**src/rtl/phy_rx_sched.sv**
```systemverilog
// Ingress scheduler for four PHY receive FIFOs: three urgency levels, round-robin within a level,
// age-based starvation promotion, and a watchdog on every frame handed to the MAC decoder.
module phy_rx_sched #(
    parameter int unsigned          AGE_W    = 4,
    parameter int unsigned          AGE_MAX  = 15,
    parameter int unsigned          WDOG_W   = 16,
    parameter logic [WDOG_W-1:0]    WDOG_MAX = 16'hFFFF
) (
    input  logic       clk,
    input  logic       arst_n,
    input  logic [3:0] port_en,
    input  logic [3:0] frame_exist,
    input  logic [3:0] afull_async,
    input  logic [3:0] half_async,
    input  logic       req,
    output logic       gnt_valid,
    output logic [1:0] gnt_id,
    output logic [1:0] gnt_level,
    input  logic       gnt_ack,
    input  logic       done,
    output logic       busy,
    output logic       wdog_timeout
);

    typedef enum logic [1:0] {
        S_IDLE  = 2'd0,
        S_GRANT = 2'd1,
        S_BUSY  = 2'd2
    } state_t;

    localparam logic [AGE_W-1:0] AGE_LIM = AGE_W'(AGE_MAX);

    state_t            state_q, state_d;
    logic [3:0]        afull_meta_q, afull_s_q;
    logic [3:0]        half_meta_q, half_s_q;
    logic              gnt_valid_q, gnt_valid_d;
    logic [1:0]        gnt_id_q, gnt_id_d;
    logic [1:0]        gnt_level_q, gnt_level_d;
    logic              busy_q, busy_d;
    logic              wdog_timeout_q, wdog_timeout_d;
    logic [1:0]        last_gnt_q, last_gnt_d;
    logic [AGE_W-1:0]  age_q [4];
    logic [AGE_W-1:0]  age_d [4];
    logic [WDOG_W-1:0] wdog_q, wdog_d;

    logic [3:0]        cand;
    logic [1:0]        level [4];
    logic [1:0]        max_level;
    logic [1:0]        win_id;
    logic [1:0]        idx;
    logic              win_found;

    // Fill levels come from the FIFO write clock, so they are resynchronised before use.
    always_ff @(posedge clk or negedge arst_n) begin
        if (!arst_n) begin
            afull_meta_q <= '0;
            afull_s_q    <= '0;
            half_meta_q  <= '0;
            half_s_q     <= '0;
        end else begin
            afull_meta_q <= afull_async;
            afull_s_q    <= afull_meta_q;
            half_meta_q  <= half_async;
            half_s_q     <= half_meta_q;
        end
    end

    always_comb begin
        cand      = port_en & (frame_exist | half_s_q | afull_s_q);
        max_level = 2'd0;
        for (int i = 0; i < 4; i++) begin
            if (cand[i] && (age_q[i] == AGE_LIM)) begin
                level[i] = 2'd3;
            end else if (afull_s_q[i]) begin
                level[i] = 2'd2;
            end else if (half_s_q[i]) begin
                level[i] = 2'd1;
            end else begin
                level[i] = 2'd0;
            end
            if (cand[i] && (level[i] > max_level)) begin
                max_level = level[i];
            end
        end
        // Search starts just after the last granted port; k=4 wraps back onto it.
        win_id    = last_gnt_q;
        win_found = 1'b0;
        idx       = 2'd0;
        for (int k = 1; k <= 4; k++) begin
            idx = last_gnt_q + 2'(k);
            if (!win_found && cand[idx] && (level[idx] == max_level)) begin
                win_found = 1'b1;
                win_id    = idx;
            end
        end
    end

    always_comb begin
        state_d        = state_q;
        gnt_valid_d    = gnt_valid_q;
        gnt_id_d       = gnt_id_q;
        gnt_level_d    = gnt_level_q;
        busy_d         = busy_q;
        wdog_timeout_d = 1'b0;
        last_gnt_d     = last_gnt_q;
        age_d          = age_q;
        wdog_d         = wdog_q;

        case (state_q)
            S_IDLE: begin
                if (req && (|cand)) begin
                    gnt_id_d    = win_id;
                    gnt_level_d = max_level;
                    gnt_valid_d = 1'b1;
                    state_d     = S_GRANT;
                end
            end
            S_GRANT: begin
                if (gnt_ack) begin
                    gnt_valid_d = 1'b0;
                    busy_d      = 1'b1;
                    last_gnt_d  = gnt_id_q;
                    wdog_d      = '0;
                    state_d     = S_BUSY;
                    for (int i = 0; i < 4; i++) begin
                        if (2'(i) == gnt_id_q) begin
                            age_d[i] = '0;
                        end else if (cand[i] && (age_q[i] < AGE_LIM)) begin
                            age_d[i] = age_q[i] + AGE_W'(1);
                        end
                    end
                end else if (!req) begin
                    gnt_valid_d = 1'b0;
                    state_d     = S_IDLE;
                end
            end
            S_BUSY: begin
                wdog_d = wdog_q + WDOG_W'(1);
                if (done) begin
                    busy_d  = 1'b0;
                    state_d = S_IDLE;
                end else if (wdog_q == WDOG_MAX) begin
                    wdog_timeout_d = 1'b1;
                    busy_d         = 1'b0;
                    state_d        = S_IDLE;
                end
            end
            default: begin
                state_d     = S_IDLE;
                gnt_valid_d = 1'b0;
                gnt_id_d    = 2'd0;
                gnt_level_d = 2'd0;
                busy_d      = 1'b0;
            end
        endcase
    end

    always_ff @(posedge clk or negedge arst_n) begin
        if (!arst_n) begin
            state_q        <= S_IDLE;
            gnt_valid_q    <= 1'b0;
            gnt_id_q       <= 2'd0;
            gnt_level_q    <= 2'd0;
            busy_q         <= 1'b0;
            wdog_timeout_q <= 1'b0;
            last_gnt_q     <= 2'd3;
            wdog_q         <= '0;
            for (int i = 0; i < 4; i++) begin
                age_q[i] <= '0;
            end
        end else begin
            state_q        <= state_d;
            gnt_valid_q    <= gnt_valid_d;
            gnt_id_q       <= gnt_id_d;
            gnt_level_q    <= gnt_level_d;
            busy_q         <= busy_d;
            wdog_timeout_q <= wdog_timeout_d;
            last_gnt_q     <= last_gnt_d;
            wdog_q         <= wdog_d;
            for (int i = 0; i < 4; i++) begin
                age_q[i] <= age_d[i];
            end
        end
    end

    assign gnt_valid    = gnt_valid_q;
    assign gnt_id       = gnt_id_q;
    assign gnt_level    = gnt_level_q;
    assign busy         = busy_q;
    assign wdog_timeout = wdog_timeout_q;

endmodule
```
**config.mk**
```make
export PLATFORM = sky130hd
export DESIGN_NAME = phy_rx_sched
export DESIGN_NICKNAME = d
export VERILOG_FILES = /design/src/rtl/phy_rx_sched.sv
export SDC_FILE = /design/constraint.sdc
export NUM_CORES = 1
export LEC_CHECK = 0
export CORE_MARGIN = 2
export CORE_UTILIZATION = 63
export DETAILED_ROUTE_END_ITERATION = 12
export PLACE_DENSITY = 0.82
export SKIP_CTS_REPAIR_TIMING = 1
export SYNTH_ARGS = -nofsm -noshare
export SYNTH_HDL_FRONTEND = slang
export SYNTH_SLANG_ARGS = --single-unit
```
**constraint.sdc**
```tcl
create_clock -name clk -period 10.6 [get_ports clk]
set_input_delay 3.18 -clock clk [delete_from_list [all_inputs] [get_ports clk]]
set_output_delay 3.18 -clock clk [all_outputs]
set_load 0.05 [all_outputs]
```
# After elaboration in Yosys (flattened, before gate mapping)
# Index checks and enable logic that the tools add are counted.
[totals]
register_bits = 59
inputBits = 21
out_inout_bits = 7
elab_cells = 184
[op_classes]
add_sub_neg = 8
magnitude_cmp = 16
eq_ne = 18
n_mux = 74
n_bitwise = 10
reduce_logical = 42
[op_table]
columns = ["op", "count"]
rows = [
  ["2-to-1 mux 2 bit", 31],
  ["2-to-1 mux 4 bit", 8],
  ["one-hot mux 16 bit (2 select lines)", 1],
  ["AND reduction 3 bit", 7],
  ["logical AND 1 bit", 20],
  ["2-to-1 mux 1 bit", 20],
  ["adder 16 x 1 -> 16 bit (second input constant)", 1],
  ["adder 4 x 1 -> 4 bit (second input constant)", 4],
  ["binary-select mux 2 bit (select 2 bit)", 4],
  ["equality test 16 bit (second input constant)", 1],
  ["equality test 4 bit (second input constant)", 4],
  ["< comparator 4 bit (second input constant)", 4],
  ["2-to-1 mux 16 bit", 1],
  [">= comparator 3 bit (second input constant)", 4],
  ["< comparator 2 x 3 -> 1 bit (second input constant)", 4],
  ["NOT 2 -> 3 bit", 4],
  ["nonzero test 2 bit", 5],
  ["binary-select mux 1 bit (select 2 bit)", 4],
  ["equality test 2 bit", 4],
  ["bitwise OR 4 bit", 2],
  ["one-hot mux 2 bit (2 select lines)", 2],
  ["> comparator 2 bit", 3],
  ["!= test 3 bit (second input constant)", 2],
  ["one-hot mux 1 bit (3 select lines)", 2],
  ["16 further kinds", 26],
]

# Depth between registers and ports, before layout
# Gate-level depths: netlist of run 1.
[logic_depth]
word_depth = 34
ltp_mapped = 24
ltp_nobuf = 24

# Least setup slack after synthesis of run 1
# Ideal clock, no wire load.
[synth_timing]
path_kind = "input to register"
start = "input port frame_exist[1]"
end = "register gnt_id_q[1], in the netlist gnt_id[1]"
setup_time_ps = 87
arrival_time_ps = 7382
t_required_ps = 10513
path_slack_ps = 3132
path_stages = 22
n_path_buf = 0
cell_sequence = "o31a_4 a21oi_1 inv_1 ha_1 nor2b_1 o211ai_4 nor2_1 a21o_1 ha_1 o32ai_1 o211ai_1 a22o_1 ha_1 nand2_1 o211ai_4 o21ai_2 o221ai_4 xor2_2 nand4b_1 o21a_1 a2111o_1 o211ai_1"
[synth_between]
elab_chain_cells = 31
word_cells_on_any_way = 61
classes_between = "order compare: 3; eq/ne: 5; mux: 33; bitwise: 3; reduce/logical: 17"
[synth_lines]
columns = ["element", "line_no", "source"]
rows = [
  ["start: declaration", "12", "input logic [3:0] frame_exist,"],
  ["bitwise OR 4 bit * (2 in series)", "69", "cand = port_en & (frame_exist | half_s_q | afull_s_q);"],
  ["bitwise AND 4 bit *", "69", ""],
  ["logical AND 1 bit", "72", "if (cand[i] && (age_q[i] == AGE_LIM)) begin"],
  ["2-to-1 mux 2 bit", "72", ""],
  ["> comparator 2 bit", "81", "if (cand[i] && (level[i] > max_level)) begin"],
  ["logical AND 1 bit", "81", ""],
  ["2-to-1 mux 2 bit", "81", ""],
  ["> comparator 2 bit", "81", ""],
  ["(+12 left out)", "--", ""],
  ["logical NOT 1 bit", "91", "if (!win_found && cand[idx] && (level[idx] == max_level)) begin"],
  ["logical AND 1 bit (2 in series)", "91", ""],
  ["2-to-1 mux 1 bit", "91", ""],
  ["logical NOT 1 bit", "91", ""],
  ["logical AND 1 bit (2 in series)", "91", ""],
  ["2-to-1 mux 2 bit", "91", ""],
  ["2-to-1 mux 2 bit", "111", "if (req && (|cand)) begin"],
  ["one-hot mux 2 bit (2 select lines)", "109", "case (state_q)"],
  ["end signal: assignment", "174", "gnt_id_q <= gnt_id_d;"],
  ["end: declaration", "37", "logic [1:0] gnt_id_q, gnt_id_d;"],
]
# Mark *: on every way between the ends. The rest lies on a longest branch, timed or not. The select of a mux whose other input is x is not followed.
# A chain may end at the register's enable or synchronous reset.

# Worst setup path after layout of run 1
# Same ends and word-level chain as after synthesis.

==> qor.txt, run 1 <==
Status: finished, final reports clean
Share of layout cells above drive strength 1: 9.60%
Cell Rows: 26
M1 GR Usage: 34.8%
Syn Inst Count: 360
Number of diodes: 0
Final ANT Viol Nets: 0
Simple-gate share of the synthesized area: 19.4%
Final Max Slew Viols: 0
Synth Area in Compound Gates: 18.3%
Register bit total from synthesis: 59
Worst setup path endpoint: gnt_id[1]
Adder-Cell Fraction of Synth Area: 4.73%
Clock sink count: 59
Initial cell density of the core: 66.1%
WL per Instance: 15.3 um
Initial antenna violation count: 0
Post-synth top area cell: dfrtp_1
CTS max path bufs: 2
Post-Syn Area per Cell: 9.56 sq um
Reg2Reg Depth: 23
Netlist Area Pre-Place: 0.00344 sq mm
Vias in the first global route: 2,707
Fin. Hold Viols: 0
FF-to-FF Start: age_q[8]
Global route overflow: 0
H-tree levels: 3
Worst skew pair latency: 0.34 ns
Crit path time final: 8.10 ns
Multiplexer share of the synthesized area: 5.82%
Root buffer cell: clkbuf_8
Post-synthesis net count: 394
Fill count: 353
Number of cells on the critical path: 23
Post-synth EDFFs: 0
WS Path Type: in2reg
IO Pins: 28
Worst vdd ir: 0.144 mV
Setup tns final: 0 ns
Core Footprint: 0.00520 sq mm
Worst-path clk slew: 0.06 ns
Worst min path class: reg2reg
Crit path capture type: register
Gr busiest metal: met2
Worst path required time: 10.86 ns
Die span in y: 77.9 um
Worst rel slew slack: 36.1%
Synth Area in XOR/XNOR: 6.07%
Post-synthesis sequential area ratio: 43.0%
Worst-Margin Slew: 0.956 ns
DIE WIDTH: 77.9 um
RSZ-0062 raised after global routing: false
Yosys warning count: 0
Largest family of logic cells by synthesized area: simple AND/OR/NAND/NOR gates
Port Buf Inserts: 27
Drt first pass iters: 4
Detailed Route WL: 7140 um
Synth cell types: 58
Max FO, Critical Path: 6
Peak Freq: 123 MHz
Most frequent cells after synthesis: 57 x dfrtp_1, 40 x nand2_1, 40 x nor2_1
Power Total: 0.894 mW
CP startpoint: frame_exist[1]
Worst Path Buf+Inv: 2
Leakage power: 1.72 nW
Arrival @ worst endpoint: 8.36 ns
Tcrit/Tclk final: 76.4%
Maximum number of pins on one net before global-route repair: 60
Die Area: 0.00607 sq mm
Slowest CP cell: a2111oi_0
Final setup vio count: 0
HPWL after detailed placement: 5150 um
CTS tree: built
Vias per inst: 5.89
CP Launch Type: input pin
Synth async-reset ratio: 100%
Crit path largest cell delay: 0.51 ns
Maxcap violations: 0
GPL Wtd Cong: 0.932
Grt met3 use: 4.53%
GRT met2 Usage: 41.6%
Vias after detailed routing: 2,747
Setup slack, reg-to-reg: 5.37 ns
Pwr/cell area: 224 mW/mm^2
CTS buffer count: 9
Post-route DRC: 0
Area grow syn2layout: 16.1%
Leading register cell type out of synthesis: dfrtp_1
Nets: 425
Reg2reg end: gnt_id[1]
First-pass GRT wire length: 12,300 um
Skew final: 0.00986 ns
GRT Util Overall: 25.7%
Area share of the largest cell type after synthesis: 41.5%
Crit-path leading delay family: compound AO/OA/AOI/OAI gates
Iteration-0 DRC Markers: 221
Top-count cell post-synth: dfrtp_1
Core Util, Final: 76.8%
Cell Chain, Critical Path: clkdlybuf4s50_1 > o31a_4 > a21oi_1 > inv_1 > ha_1 > nor2b_1 > o211ai_4 > nor2_1 > a21o_1 > ha_1 > o32ai_1 > o211ai_1 > a22o_1 > ha_1 > nand2_1 > o211ai_4 > o21ai_2 > o221ai_4 > xor2_1 > nand4_1 > a2111oi_0 > a311oi_1 > o211ai_1
Cells taking the most area after synthesis: dfrtp_1 41%, xor2_1 4.8%, ha_1 4.7%
CP most frequent cell: ha_1
## power by group
group          internal (mW)  switching (mW)  total [mW]
clock                  0.145          0.0866       0.231
sequential             0.272          0.0527       0.324
combinational          0.133           0.205       0.339
## cell usage in the layout, fill, tap and decap left out, drive strengths merged, types with 2 or more instances in the layout
cell type	instances
dfrtp	57
nor2	40
nand2	40
clkdlybuf4s50	26
o21ai	23
a21oi	21
xor2	20
inv	16
mux2i	15
ha	13
clkbuf	12
nor2b	11
nand4	11
nand3	9
o31ai	7
nor3	6
and3	6
o211ai	5
and2	4
o31a	4
or3	3
mux2	3
o22ai	3
xnor2	3
a22oi	3
a21o	2
a31oi	2
a22o	2
a311oi	2
nor4	2
bufinv	2
dfstp	2
buf	2
## stage by stage
stage               worst slack, ns  hold slack, ns  cell area (sq um)  instances
floorplan                      3.13           0.331               3440        360
global placement               2.48           0.331               3770        450
detailed placement             2.24           0.336               3770        450
CTS                            2.57           0.346               4000        466
global route                   2.22           0.352               4000        466
finish                         2.50           0.346               4000        466
## per-layer routing
metal  vias up  wire [um]
met4         0         87
li1       1357          -
met2        69       3430
met5         -          0
met1      1313       3290
met3         8        332
## flip-flops by register name (all words and copies together) (netlist names)
name	count
state_q	2
wdog_q	16
half_meta_q	4
gnt_level	2
wdog_timeout	1
busy	1
afull_s_q	4
age_q	16
afull_meta_q	4
half_s_q	4
last_gnt_q	2
gnt_id	2
gnt_valid	1
## area by class of cell
| cell class | instances | area, sq um | share of cell area, % |
|---|---|---|---|
| Multi-Input combinational cell | 277 | 1870 | 46.8 |
| Sequential cell | 59 | 1480 | 37.0 |
| Timing Repair Buffer | 28 | 273 | 6.83 |
| Clock buffer | 12 | 155 | 3.88 |
| Tap cell | 70 | 87.6 | 2.19 |
| Clock inverter | 4 | 72.6 | 1.82 |
| Inverter | 16 | 60.1 | 1.50 |
## how the worst min path moves through the flow
stage	startpoint	end	slack, ns	cells past startpoint
global route	half_meta_q[3]	half_s_q[3]	0.35	0
CTS	afull_meta_q[0]	afull_s_q[0]	0.35	0
floorplan	afull_meta_q[0]	afull_s_q[0]	0.33	0
finish	half_meta_q[0]	half_s_q[0]	0.35	0
global placement	half_meta_q[0]	half_s_q[0]	0.33	0
detailed placement	half_meta_q[3]	half_s_q[3]	0.34	0
## logic make-up after synthesis
kind of cell,count (synthesis)
DFF,59
and+or+nand+nor,138
muxes,18
buffers and inverters,24
AOI/OAI and AO/OA,85
xor gates and xnor gates,23
adders and majority gates,13
Power figures use the tool's default switching activity.
==> inputs of run 2 (changes only) <==
--- a/config.mk
+++ b/config.mk
@@ -6,9 +6,9 @@
 export NUM_CORES = 1
 export LEC_CHECK = 0
 export CORE_MARGIN = 2
-export CORE_UTILIZATION = 63
+export CORE_UTILIZATION = 53
 export DETAILED_ROUTE_END_ITERATION = 12
-export PLACE_DENSITY = 0.82
+export PLACE_DENSITY = 0.74
 export SKIP_CTS_REPAIR_TIMING = 1
 export SYNTH_ARGS = -nofsm -noshare
 export SYNTH_HDL_FRONTEND = slang
==> constraint.sdc (replaced) <==
create_clock -name clk -period 6.9 [get_ports clk]
set_input_delay 2.07 -clock clk [delete_from_list [all_inputs] [get_ports clk]]
set_output_delay 2.07 -clock clk [all_outputs]
set_load 0.05 [all_outputs]
==> run 2 against run 1 <==
Compared with the run above: total power rose by 45%; register-to-register slack got worse by 3.3 ns; wire length decreased by 2.4%; worst setup slack got worse by 2.2 ns; die area increased by 18%; sequential cell count stayed put; critical path depth unchanged; sequential share of layout area down 0.42 points; via count rose by 0.15%; largest power group unchanged.
==> qor.txt, run 2 (same netlist as run 1, synthesis figures left out) <==
Status: finished, final reports clean
Crit-path leading delay family: compound AO/OA/AOI/OAI gates
Area grow syn2layout: 17.5%
Global route overflow: 0
CP Launch Type: input pin
Setup tns final: 0 ns
Leakage power: 1.74 nW
Clock sink count: 59
RSZ-0062 raised after global routing: false
First-pass GRT wire length: 12,000 um
Grt met3 use: 4.82%
Reg power frac: 38.3%
Most frequent cells in the layout: 57 x dfrtp_1, 40 x nor2_1, 40 x nand2_1, 26 x clkdlybuf4s50_1, 20 x o21ai_0
Switch Pwr: 0.525 mW
H-tree levels: 3
Skew final: 0.0103 ns
Die span in y: 84.6 um
Nets: 435
Die Area: 0.00715 sq mm
M1 GR Usage: 30.0%
Detailed Route WL: 6970 um
Final Max Slew Viols: 0
Port Buf Inserts: 27
Vias per inst: 5.70
Worst path required time: 7.15 ns
Number of diodes: 0
Final ANT Viol Nets: 0
Placed Area: 0.00384 sq mm
Slowest CP cell: clkdlybuf4s50_1
Tcrit/Tclk final: 95.0%
Area occupied by multi-input gates: 0.00188 sq mm
Iteration-0 DRC Markers: 162
Fin area: 0.00404 sq mm
Root buffer cell: clkbuf_8
WS Path Type: in2reg
Vias in the first global route: 2,567
Crit path capture type: register
Final setup vio count: 0
Post-route DRC: 0
CTS max path bufs: 2
GRT met2 Usage: 32.6%
Initial antenna violation count: 0
Cell Rows: 29
Combinational Power Share: 40.5%
Worst rel slew slack: 42.4%
Worst min path class: reg2reg
CTS buffer count: 9
Max FO, Critical Path: 5
Biggest regs: age_q: 16 flops, wdog_q: 16 flops
Vias after detailed routing: 2,751
Crit path largest cell delay: 0.46 ns
Worst vdd ir: 0.215 mV
Commonest non-fill, non-tap cell in the layout: dfrtp_1
Worst-path clk slew: 0.07 ns
Power Total: 1.30 mW
GPL Wtd Cong: 0.911
Switching Fraction: 40.5%
DIE WIDTH: 84.6 um
Share of layout cells above drive strength 1: 12.6%
Core Footprint: 0.00631 sq mm
Cell Chain, Critical Path: clkdlybuf4s50_1 > o31a_4 > a21oi_2 > inv_1 > ha_1 > nor2b_1 > o211ai_4 > nor2_1 > a21o_1 > ha_1 > o32ai_2 > o211ai_1 > a22o_1 > ha_1 > nand2_1 > o211ai_4 > o21ai_2 > o221ai_4 > xor2_2 > nand4b_1 > o21a_1 > a2111o_1 > o211ai_1
Setup slack, reg-to-reg: 2.03 ns
WL per Instance: 14.4 um
Worst Path Buf+Inv: 2
HPWL after detailed placement: 5270 um
Fill count: 553
Initial cell density of the core: 54.5%
CTS tree: built
Part of the power in the clock network: 21.3%
Drt first pass iters: 4
GRT Util Overall: 20.9%
Register area: 0.00148 sq mm
Int Power: 0.772 mW
Maxcap violations: 0
Gr busiest metal: met2
Pwr/cell area: 321 mW/mm^2
CP most frequent cell: ha_1
IO Pins: 28
Worst skew pair latency: 0.33 ns
Arrival @ worst endpoint: 6.81 ns
Peak Freq: 152 MHz
Worst-Margin Slew: 0.861 ns
Crit path time final: 6.56 ns
Maximum number of pins on one net before global-route repair: 60
Fin. Hold Viols: 0
-- run 2: power groups by stage --
stage	logic, mW	registers [mW]	clock network (mW)
finish	0.525	0.496	0.276
global route	0.587	0.511	0.296
CTS	0.524	0.496	0.281
detailed placement	0.519	0.501	0
global placement	0.506	0.498	0
floorplan	0.380	0.502	0
-- run 2: final cells by class --
class	instances	area share, %
tap	77	2.38
inverter	16	1.49
sequential	59	36.6
clock buffer	10	3.40
multi-input combinational	277	46.5
clock inverter	6	1.02
timing repair buffer	38	8.60
-- run 2: path summary, 6_finish.rpt --
check	start	end	cells after the start
max in group asynchronous	arst_n	half_meta_q[2]	2
min reg2reg	half_meta_q[2]	half_s_q[2]	0
max	frame_exist[1]	gnt_id[1]	23
min	half_meta_q[2]	half_s_q[2]	0
max reg2reg	age_q[8]	gnt_id[1]	23
min in group asynchronous	arst_n	busy	2
-- run 2: per-layer routing --
layer	vias up	routed length, um
li1	1384	-
met1	1314	3430
met2	49	3220
met3	4	274
met4	0	44
met5	-	0
-- run 2: metrics by stage --
stage          instances  hold WS [ns]  util (%)  worst slack (ns)
2_1_floorplan        360         0.331         -             0.542
3_3_place_gp         466         0.333      60.9            0.0502
3_5_place_dp         466         0.335      60.9           -0.0987
4_1_cts              482         0.347      63.7             0.238
5_1_grt              483         0.355      64.0           0.00486
6_report             483         0.344      64.0             0.342
==> inputs of run 3 (changes only) <==
--- a/config.mk
+++ b/config.mk
@@ -7,6 +7,7 @@
 export LEC_CHECK = 0
 export CORE_MARGIN = 2
 export CORE_UTILIZATION = 53
+export CTS_CLUSTER_SIZE = 8
 export DETAILED_ROUTE_END_ITERATION = 12
 export PLACE_DENSITY = 0.74
 export SKIP_CTS_REPAIR_TIMING = 1
==> results of run 3 <==
The final DEF is identical to that of run 2; final timing and power are the same.
